**config.mk**
```make
export PLATFORM = sky130hd
export DESIGN_NAME = mem_access
export DESIGN_NICKNAME = d
export VERILOG_FILES = /design/src/rtl/mem_access.sv
export SDC_FILE = /design/constraint.sdc
export NUM_CORES = 1
export LEC_CHECK = 0
export CELL_PAD_IN_SITES_DETAIL_PLACEMENT = 0
export CELL_PAD_IN_SITES_GLOBAL_PLACEMENT = 1
export CORE_ASPECT_RATIO = 2
export CORE_MARGIN = 2
export CORE_UTILIZATION = 30
export DETAILED_ROUTE_END_ITERATION = 10
export PLACE_DENSITY_LB_ADDON = 0.1
export SLEW_MARGIN = 20
export SYNTH_ARGS = -nofsm -noshare
export SYNTH_HDL_FRONTEND = slang
export SYNTH_SLANG_ARGS = --single-unit
```
**constraint.sdc**
```tcl
create_clock -name clk -period 9.9 [get_ports clk]
set_input_delay 1.98 -clock clk [delete_from_list [all_inputs] [get_ports clk]]
set_output_delay 1.98 -clock clk [all_outputs]
set_load 0.01 [all_outputs]
```
**src/rtl/mem_access.sv**
```systemverilog
// mem_access: memory-access stage between the EX/MEM and MEM/WB registers.
// Non-memory results pass straight through. Loads and stores become single-beat
// strobe/ack bus cycles with big-endian lane steering and load extension.
// The pipeline is held through stallreq until the bus acknowledges.
//
// Ports:
//   clk, rst           clock, asynchronous active-high reset
//   stall[5:0]         pipeline stall vector, bit 4 stops the MEM/WB stage
//   mem_*              EX/MEM register contents (dest, write enable, ALU result,
//                      sub-op, effective address, store data)
//   wb_*               result towards MEM/WB
//   stallreq           stall request to the stall controller
//   bus_*_o            registered bus request (addr, data, sel, we, stb)
//   bus_data_i/ack_i   bus response
//   misalign_o         misaligned-access flag
//
// Optional feature: define MISALIGN_EXC_EN to flag misaligned halfword/word
// accesses instead of issuing them. Without it misalign_o is tied 0.
//
// state | meaning
// IDLE  | pass-through; memory op issues the request at the edge
// WAIT  | strobe high, waiting for bus_ack_i
// HOLD  | access done, present result until stall[4] releases

module mem_access (
  input  logic        clk,
  input  logic        rst,
  input  logic [5:0]  stall,
  input  logic [4:0]  mem_wd,
  input  logic        mem_wreg,
  input  logic [31:0] mem_wdata,
  input  logic [7:0]  mem_aluop,
  input  logic [31:0] mem_mem_addr,
  input  logic [31:0] mem_reg2,
  output logic [4:0]  wb_wd,
  output logic        wb_wreg,
  output logic [31:0] wb_wdata,
  output logic        stallreq,
  output logic [31:0] bus_addr_o,
  output logic [31:0] bus_data_o,
  output logic [3:0]  bus_sel_o,
  output logic        bus_we_o,
  output logic        bus_stb_o,
  input  logic [31:0] bus_data_i,
  input  logic        bus_ack_i,
  output logic        misalign_o
);

  localparam logic [7:0] EXE_LB_OP  = 8'b1110_0000;
  localparam logic [7:0] EXE_LH_OP  = 8'b1110_0001;
  localparam logic [7:0] EXE_LW_OP  = 8'b1110_0011;
  localparam logic [7:0] EXE_LBU_OP = 8'b1110_0100;
  localparam logic [7:0] EXE_LHU_OP = 8'b1110_0101;
  localparam logic [7:0] EXE_SB_OP  = 8'b1110_1000;
  localparam logic [7:0] EXE_SH_OP  = 8'b1110_1001;
  localparam logic [7:0] EXE_SW_OP  = 8'b1110_1011;

  typedef enum logic [1:0] {IDLE, WAIT, HOLD} state_t;

  state_t      state, state_d;
  logic        is_load, is_store, is_mem, misaligned;
  logic        start, ack_take;
  logic [3:0]  req_sel;
  logic [31:0] req_data;
  logic [7:0]  op_q;
  logic [1:0]  off_q;
  logic [31:0] load_q, ld_data;
  logic [7:0]  byte_v;
  logic [15:0] half_v;
  logic        unused_stall;

  assign unused_stall = ^{stall[5], stall[3:0]};

  assign is_load  = (mem_aluop == EXE_LB_OP) || (mem_aluop == EXE_LBU_OP) ||
                    (mem_aluop == EXE_LH_OP) || (mem_aluop == EXE_LHU_OP) ||
                    (mem_aluop == EXE_LW_OP);
  assign is_store = (mem_aluop == EXE_SB_OP) || (mem_aluop == EXE_SH_OP) ||
                    (mem_aluop == EXE_SW_OP);
  assign is_mem   = is_load || is_store;

`ifdef MISALIGN_EXC_EN
  assign misaligned = (((mem_aluop == EXE_LH_OP) || (mem_aluop == EXE_LHU_OP) ||
                        (mem_aluop == EXE_SH_OP)) && mem_mem_addr[0]) ||
                      (((mem_aluop == EXE_LW_OP) || (mem_aluop == EXE_SW_OP)) &&
                        (mem_mem_addr[1:0] != 2'b00));
`else
  assign misaligned = 1'b0;
`endif

  // Request lane select and replicated store data (big-endian: byte 0 = [31:24])
  always_comb begin
    req_sel  = 4'b1111;
    req_data = mem_reg2;
    case (mem_aluop)
      EXE_LB_OP, EXE_LBU_OP, EXE_SB_OP: req_sel = 4'b1000 >> mem_mem_addr[1:0];
      EXE_LH_OP, EXE_LHU_OP, EXE_SH_OP: req_sel = mem_mem_addr[1] ? 4'b0011 : 4'b1100;
      default:                          req_sel = 4'b1111;
    endcase
    if (mem_aluop == EXE_SB_OP) req_data = {4{mem_reg2[7:0]}};
    if (mem_aluop == EXE_SH_OP) req_data = {2{mem_reg2[15:0]}};
  end

  // Load steering uses the op/offset latched with the request
  always_comb begin
    case (off_q)
      2'd0:    byte_v = bus_data_i[31:24];
      2'd1:    byte_v = bus_data_i[23:16];
      2'd2:    byte_v = bus_data_i[15:8];
      default: byte_v = bus_data_i[7:0];
    endcase
    half_v = off_q[1] ? bus_data_i[15:0] : bus_data_i[31:16];
    case (op_q)
      EXE_LB_OP:  ld_data = {{24{byte_v[7]}}, byte_v};
      EXE_LBU_OP: ld_data = {24'd0, byte_v};
      EXE_LH_OP:  ld_data = {{16{half_v[15]}}, half_v};
      EXE_LHU_OP: ld_data = {16'd0, half_v};
      default:    ld_data = bus_data_i;
    endcase
  end

  always_ff @(posedge clk or posedge rst) begin
    if (rst) state <= IDLE;
    else     state <= state_d;
  end

  always_comb begin
    state_d    = state;
    stallreq   = 1'b0;
    wb_wd      = mem_wd;
    wb_wreg    = mem_wreg;
    wb_wdata   = mem_wdata;
    misalign_o = 1'b0;
    start      = 1'b0;
    ack_take   = 1'b0;
    case (state)
      IDLE: begin
        if (is_mem) begin
          wb_wreg = 1'b0;
          if (misaligned) begin
            misalign_o = 1'b1;
          end else begin
            stallreq = 1'b1;
            start    = 1'b1;
            state_d  = WAIT;
          end
        end
      end
      WAIT: begin
        stallreq = 1'b1;
        wb_wreg  = 1'b0;
        if (bus_stb_o && bus_ack_i) begin
          ack_take = 1'b1;
          state_d  = HOLD;
        end
      end
      HOLD: begin
        if (op_q[3] == 1'b0) wb_wdata = load_q;  // loads have bit 3 clear
        if (!stall[4]) state_d = IDLE;
      end
      default: state_d = IDLE;
    endcase
    // Reset must clear the combinational outputs too, not just the flops
    if (rst) begin
      stallreq   = 1'b0;
      wb_wd      = 5'd0;
      wb_wreg    = 1'b0;
      wb_wdata   = 32'd0;
      misalign_o = 1'b0;
      start      = 1'b0;
      ack_take   = 1'b0;
    end
  end

  always_ff @(posedge clk or posedge rst) begin
    if (rst) begin
      bus_addr_o <= 32'd0;
      bus_data_o <= 32'd0;
      bus_sel_o  <= 4'd0;
      bus_we_o   <= 1'b0;
      bus_stb_o  <= 1'b0;
      op_q       <= 8'd0;
      off_q      <= 2'd0;
      load_q     <= 32'd0;
    end else begin
      if (start) begin
        bus_addr_o <= {mem_mem_addr[31:2], 2'b00};
        bus_data_o <= req_data;
        bus_sel_o  <= req_sel;
        bus_we_o   <= is_store;
        bus_stb_o  <= 1'b1;
        op_q       <= mem_aluop;
        off_q      <= mem_mem_addr[1:0];
      end
      if (ack_take) begin
        load_q    <= ld_data;
        bus_stb_o <= 1'b0;
        bus_we_o  <= 1'b0;
      end
    end
  end

endmodule

```
# ---- After elaboration in Yosys (flattened, before gate mapping)
# Index checks and enable logic that the tools add are counted.
dict set report op_classes {
  eq_ne 19
  shift 1
  n_mux 30
  n_reduce_logical 14
}
# operator n
set ops {}
lappend ops {{$mux W32} 5}
lappend ops {{$pmux W32 S4} 1}
lappend ops {{$eq A8 B8 Y1 const B} 12}
lappend ops {{$pmux W8 S3} 1}
lappend ops {{$mux W16} 1}
lappend ops {{$mux W1} 13}
lappend ops {{$pmux W4 S2} 1}
lappend ops {{$logic_or A1 B1 Y1} 7}
lappend ops {{$mux W2} 3}
lappend ops {{$ne A2 B2 Y1 const B} 3}
lappend ops {{$pmux W2 S3} 1}
lappend ops {{$reduce_or A3 Y1} 2}
lappend ops {{$mux W5} 1}
lappend ops {{$eq A2 B1 Y1 const B} 2}
lappend ops {{$eq A2 B2 Y1 const B} 2}
lappend ops {{$logic_not A2 Y1} 2}
lappend ops {{$mux W4} 1}
lappend ops {{$pmux W1 S2} 2}
lappend ops {{$shr A4 B2 Y4 const A} 1}
lappend ops {{$reduce_and A3 Y1} 1}
lappend ops {{$reduce_bool A2 Y1} 1}
lappend ops {{$logic_and A1 B1 Y1} 1}
dict set report word_totals {
  regBits 112
  input_bits 151
}

# ---- Logic depth before layout (Yosys ltp)
# Gate-level depths: netlist (run 1).
dict set report logic_depth {
  word_depth 11
  mapped_depth 7
  depth_no_buf 4
}

# ---- Worst setup path before layout (run 1)
# Ideal clock, no wire load.
dict set report synth_path {
  path_kind {input to output}
  from {input rst}
  to {output wb_wreg}
  arrival_time_ps 5098
  required_ps 7920
  setup_slack_ps 2822
  cell_stages 4
  n_path_buf 2
  cell_sequence {clkbuf_1 clkbuf_1 inv_1 o211a_1}
}
dict set report synth_via {
  elab_chain_cells 1
}
# element line
set synth_lines {}
lappend synth_lines {{start: declaration} 27} ;# input logic rst,
lappend synth_lines {{$mux W1} 163} ;# if (rst) begin
lappend synth_lines {{end: declaration} 36} ;# output logic wb_wreg,
# No other way between the ends.

# ---- Worst setup path in the final report (run 1)
dict set report layout_path {
  from {input mem_aluop[0]}
  to {output stallreq}
}
dict set report layout_via {
  elab_chain_cells 9
  word_cells_on_any_way 18
  classes_between {eq/ne (8); mux (3); reduce/logical (7)}
}
# element line
set layout_lines {}
lappend layout_lines {{start: declaration} 32} ;# input logic [7:0] mem_aluop,
lappend layout_lines {{$eq A8 B8 Y1} 74} ;# assign is_load = (mem_aluop == EXE_LB_OP) || (mem_aluop == EXE_LBU_OP) ||
lappend layout_lines {{$logic_or A1 B1 Y1 (2 in a row)} 74}
lappend layout_lines {{$logic_or A1 B1 Y1 (2 in a row)} 75} ;# (mem_aluop == EXE_LH_OP) || (mem_aluop == EXE_LHU_OP) ||
lappend layout_lines {{$logic_or A1 B1 Y1 (*)} 79} ;# assign is_mem = is_load || is_store;
lappend layout_lines {{$mux W1 (*)} 137} ;# if (is_mem) begin
lappend layout_lines {{$pmux W1 S2 (*)} 135} ;# case (state)
lappend layout_lines {{$mux W1 (*)} 163}
lappend layout_lines {{end: declaration} 38} ;# output logic stallreq,
# Every way passes the cells marked *; elsewhere a longest branch is shown, timed or not.

==> reports/metrics.cfg, run 1 <==
[grt]
grt.busiest_layer=met2
grt_overflow=0
grt_util_met2_pct=40.3
grt_pass1_wl_mm=32.6
met3_usage_pct=4.08
antenna_found_initial=0
grt_max_degree=94
grt.total_usage_pct=20.6
grt_pass1_vias=6036
grtUsageMet1_pct=20.3

[critical_path]
arrival_ps=4140
crit_type=input port to output port
cp-end-kind=output port
path_max_fanout=14
cp.required_ps=7920
ff2ff_setup_slack_ps=7340
start_kind=input port

[finish]
final_nets=1062
area_growth_pct=50.7
num-fill-cells=1981
final_area_sq_um=8870
stdcell_count=1175
layout-drive-gt1-share_pct=7.75
antennaDiodeCount=0

[synth]
synth-seq-area-share_pct=47.6
synth_commonest_cells=nand2_1, dfrtp_1, a21oi_1
synth-seq-cells=112
netlist_instances=694
netlist_area_sq_um=5890
yosysMostFrequentCell=nand2_1
synth_top_area_share_pct=47.6
syn_area_per_cell_sq_um=8.48
yosysWarnings=0
netlist_top_cells_area=dfrtp_1, nand2_1, mux2i_1
ys_types=46
synth_async_sr_flop_share_pct=100
synth_area_leader_cell=dfrtp_1
synth_edf_count=0
synth-main-ff-cell=dfrtp_1

[cts]
clock-sinks=112
clockBufferDepth=2
clk_latency_ps=360
cts_root_buf=clkbuf_16
cts_tree=built
cts_resized=0
htreeDepth=3
cts_hold_buf=0
cts_setup_buffers=0
clk_pin_slew_worst_paths_ps=80
cts_inserted_buffers=9

[power_and_ir_drop]
pwr-share-clk_pct=20.9
p_sw_share_pct=34.1
p_int_w=0.00115
p_leak_nw=3.79
pwr-share-seq_pct=41.5
ir_drop_uv=93.5
power.net_switching_w=0.000598
powerDensity_nw_per_um2=198
pwr-share-comb_pct=37.6

[place]
placed_area_sq_um=8580
dp_hpwl_mm=15.9
port_buffers=252
gp_congestion=0.812
dp_cells=1159

[sta]
setup_viol=0
post-route-period-util_pct=61.8
slew_headroom_pct=31.1
min_period_ps=6120
tns_ps=0
tightest_slew_ps=1030
report.final.slew_viol_count=0
fmax_ghz=0.163
clock_skew_ps=6.71
hold_ws_ps=474
rsz0062_at_grt=false
hold_viol_final=0

[die]
die_area_sq_um=20800
die-width_um=103
num_rows=72
io_pins=261
core_area_sq_um=19300
chipHeight_um=202
start_util_pct=30.5

[run]
drv_cap=0

[routing]
routedWlPerCell_um=18.0
drt_iter0_drc=189
vias=5681
drc_errors=0
wl_mm=21.1
dr.pass1.iters=4
vias_per_cell=4.83
antenna_left=0

[status]
outcome=finished, final reports clean

[min_path]
min_path_type=flip-flop to flip-flop

-- per-layer routing --
metal	up-vias	wire [um]
li1	2735	-
met1	2757	7190
met2	167	12300
met3	22	1090
met4	0	593
met5	-	0
-- final timing paths --
kind / end / from / cells after the start
worst min register to register: op_q[5] / op_q[5] / 1
worst max-delay path: stallreq / mem_aluop[0] / 6
worst max register to register: load_q[27] / off_q[0] / 4
worst min-delay path: op_q[5] / op_q[5] / 1
min in group asynchronous: load_q[31] / rst / 2
max in group asynchronous: bus_addr_o[18] / rst / 3
-- power by group through the flow --
stage / combinational, W / sequential (W) / clock (W)
floorplan: 0.000302 / 0.000738 / 0
global placement: 0.000659 / 0.000728 / 0
detailed placement: 0.000668 / 0.000734 / 0
CTS: 0.000671 / 0.000728 / 0.000382
global route: 0.000727 / 0.000749 / 0.000398
finish: 0.000659 / 0.000726 / 0.000366
-- final cells by class --
| type | count | area, sq um | share of cell area, % |
|---|---|---|---|
| inverters | 5 | 21.3 | 0.240 |
| multi-input cells | 525 | 2870 | 32.4 |
| flip-flops and latches | 112 | 2800 | 31.6 |
| clock inverters | 6 | 48.8 | 0.550 |
| well taps | 259 | 324 | 3.65 |
| clock buffers | 10 | 239 | 2.70 |
| repair buffers | 258 | 2560 | 28.9 |
-- flip-flops by register name, summed over array words and instances (netlist names) --
name        flops
op_q            8
bus_data_o     32
load_q         32
state           2
off_q           2
bus_stb_o       1
bus_addr_o     30
bus_we_o        1
bus_sel_o       4
-- kinds of logic after synthesis --
logic type | after synthesis | share of synthesized area, %
simple gates | 343 | 24.6
compound gates | 131 | 13.4
buf+inv | 59 | 4.29
other cells | 1 | 0.0637
flops | 112 | 47.6
mux | 48 | 10.0
-- per-stage QoR --
stage,total power [W],worst slack [ps],utilization (%)
floorplan,0.00104,2820,-
global placement,0.00139,3730,44.5
detailed placement,0.00140,3720,44.5
CTS,0.00178,3740,46.0
global route,0.00187,3610,46.0
finish,0.00175,3780,46.0
-- critical path, cell delays in order --
cell and delay (ps):
clkdlybuf4s50_1 890, inv_1 160, o21ai_0 210, a31oi_1 160, nor3_1 170, clkdlybuf4s50_1 570
-- placed cells by master (no fill, tap or decap), drive strengths merged, types with 2 or more instances in the layout --
cell type      instances
nor2b                  7
clkdlybuf4s50        251
inv                   10
clkbuf                10
nor2                  41
a21oi                 64
buf                    7
mux2                   8
and2                   3
o31a                   8
conb                   3
nand2b                 4
nand2                248
nand3                  8
or2                   15
o211a                  2
dfrtp                112
o21ai                 39
a211oi                 8
mux2i                 32
nor3                   7
mux4                   8
or3                    2
No activity file was read; power rests on OpenSTA's default activity.
==> inputs of run 2 (changes only) <==
==> constraint.sdc (replaced) <==
create_clock -name clk -period 6.12 [get_ports clk]
set_input_delay 1.224 -clock clk [delete_from_list [all_inputs] [get_ports clk]]
set_output_delay 1.224 -clock clk [all_outputs]
set_load 0.01 [all_outputs]
==> run 2 against run 1 <==
Final cell count about the same. Die area unchanged. Global-route usage down 0.30 points. Register-to-register slack got worse by 3800 ps. Largest cell class unchanged. Cell area increased by 0.48%. Sequential share of layout area shrank 0.15 points. Setup slack worse by 2000 ps.
==> reports/metrics.cfg, run 2 (synthesized netlist as in run 1, its figures left out) <==
[critical_path]
start_kind=input port  ; unchanged
path_common_cell=clkdlybuf4s50_1  ; unchanged
timing.rr.end=load_q[29]  ; was load_q[27]
reg2reg_from=off_q[0]  ; unchanged
cp-end-kind=output port  ; unchanged
cp.required_ps=4900  ; was 7920 ps
crit_type=input port to output port  ; unchanged
critPathTopFamily=buffers and inverters  ; unchanged
path_max_fanout=8  ; was 14
ff2ff_setup_slack_ps=3540  ; was 7340 ps
crit_buf_inv=2  ; was 3
crit_chain=clkdlybuf4s50_1 > o21ai_0 > a31oi_1 > o211a_1 > clkdlybuf4s50_1  ; was clkdlybuf4s50_1 > inv_1 > o21ai_0 > a31oi_1 > nor3_1 > clkdlybuf4s50_1
cp_slowest_cell=clkdlybuf4s50_1  ; unchanged
arrival_ps=3140  ; was 4140 ps
max_stage_delay_ps=700  ; was 890 ps
reg2reg_depth=4  ; unchanged

[cts]
cts_inserted_buffers=9  ; unchanged
cts_tree=built  ; unchanged
cts_root_buf=clkbuf_16  ; unchanged
cts_setup_buffers=0  ; unchanged
cts_resized=0  ; unchanged
clock-sinks=112  ; unchanged
clk_pin_slew_worst_paths_ps=80  ; about the same
htreeDepth=3  ; unchanged
clockBufferDepth=2  ; unchanged
cts_hold_buf=0  ; unchanged
clk_latency_ps=350  ; was 360 ps

[sta]
tightest_slew_ps=1060  ; was 1030 ps
hold_ws_ps=474  ; about the same
report.final.slew_viol_count=0  ; unchanged
post-route-period-util_pct=71.3
slew_headroom_pct=28.8  ; was 31.1%
tns_ps=0  ; unchanged
rsz0062_at_grt=false  ; unchanged
clock_skew_ps=6.31  ; was 6.71 ps
hold_viol_final=0  ; unchanged
fmax_ghz=0.229
setup_viol=0  ; unchanged
min_period_ps=4360

[die]
start_util_pct=30.5  ; unchanged
chipHeight_um=202  ; unchanged
core_area_sq_um=19300  ; unchanged
die-width_um=103  ; unchanged
io_pins=261  ; unchanged
die_area_sq_um=20800  ; unchanged
num_rows=72  ; unchanged

[routing]
dr.pass1.iters=6  ; was 4
vias=5667  ; was 5681
antenna_left=0  ; unchanged
drc_errors=0  ; unchanged
vias_per_cell=4.82  ; was 4.83
drt_iter0_drc=202  ; was 189
wl_mm=21.0  ; was 21.1 mm
routedWlPerCell_um=17.9  ; was 18.0 um

[status]
outcome=finished, final reports clean  ; unchanged

[finish]
final_common_cell=clkdlybuf4s50_1  ; unchanged
seqCellArea_sq_um=2800  ; unchanged
num-fill-cells=1971  ; was 1981
area_growth_pct=51.4  ; was 50.7%
antennaDiodeCount=0  ; unchanged
reg_top3=bus_data_o (32), load_q (32), bus_addr_o (30)  ; unchanged
final_area_sq_um=8910  ; was 8870 sq um
multi_input_area_sq_um=2870  ; unchanged
layout-drive-gt1-share_pct=7.74  ; was 7.75%
final_nets=1063  ; was 1062
stdcell_count=1176  ; was 1175
layout_common_cells=clkdlybuf4s50_1, nand2_1, dfrtp_1  ; unchanged

[power_and_ir_drop]
p_total_w=0.00290  ; was 0.00175 W
ir_drop_uv=151  ; was 93.5 uV
p_leak_nw=3.81  ; was 3.79 nW
powerDensity_nw_per_um2=325  ; was 198 nW/um^2

[grt]
antenna_found_initial=0  ; unchanged
grt_overflow=0  ; unchanged
grt_max_degree=69  ; was 94
grt_pass1_wl_mm=32.3  ; was 32.6 mm
grt.total_usage_pct=20.3  ; was 20.6%
grt_pass1_vias=5973  ; was 6036

[min_path]
min_path_type=flip-flop to flip-flop  ; unchanged
min_from=op_q[1]  ; was op_q[5]
hold_path_end=op_q[1]  ; was op_q[5]
holdPathStages=2  ; was 1

[place]
gp_congestion=0.816  ; was 0.812
placed_area_sq_um=8580  ; about the same
port_buffers=252  ; unchanged
dp_hpwl_mm=15.8  ; was 15.9 mm
dp_cells=1160  ; was 1159

[run]
drv_cap=0  ; unchanged

-- run 2: changes by cell type in the layout (fill, tap and decap cells not counted), sizes merged --
| cell | delta |
|---|---|
| inv | -5 |
| bufinv | +2 |
| clkinvlp | +2 |
| buf | +1 |
| clkbuf | +1 |
-- run 2: worst max-delay path by stage --
stage            startpoint      end  slack [ps]  cells after the start
2_1_floorplan           rst  wb_wreg         550                      4
3_3_place_gp   mem_aluop[1]  wb_wreg        1740                      5
3_5_place_dp   mem_aluop[1]  wb_wreg        1740                      5
4_1_cts        mem_aluop[1]  wb_wreg        1740                      5
5_1_grt        mem_aluop[1]  wb_wreg        1610                      5
6_report       mem_aluop[1]  wb_wreg        1760                      5
-- run 2: layout make-up --
class | instances | share of cell area, %
clock inverter | 5 | 0.899
tap | 259 | 3.64
sequential | 112 | 31.5
inverter | 5 | 0.239
timing repair buffer | 259 | 28.8
clock buffer | 11 | 2.72
multi-input combinational | 525 | 32.2
-- run 2: metrics by stage --
| step | worst slack (ps) | util, % |
|---|---|---|
| floorplan | 554 | - |
| global placement | 1740 | 44.5 |
| detailed placement | 1740 | 44.5 |
| CTS | 1740 | 46.2 |
| global route | 1610 | 46.2 |
| finish | 1760 | 46.2 |
-- run 2: worst reg2reg max path, delay by kind of cell, from the launching register on --
kind / cells / cell delay, ps
AO/OA/AOI/OAI: 2 / 1010
multiplexers: 1 / 600
flip-flops: 1 / 670
AND/OR/NAND/NOR: 1 / 140
-- run 2: where the power goes --
group          switching [W]  leakage (nW)  internal, W
Sequential          0.000177          1.44     0.000998
Combinational       0.000497          2.22     0.000574
Clock               0.000279         0.152     0.000370
Total               0.000953          3.81      0.00194
-- run 2: per-layer routing --
metal	vias to the layer above	routed length (um)	global-route usage, %
met1	2721	7360	20.7
met5	-	0	0
met3	22	1120	4.08
li1	2734	-	-
met2	190	11900	39.0
met4	0	613	7.38
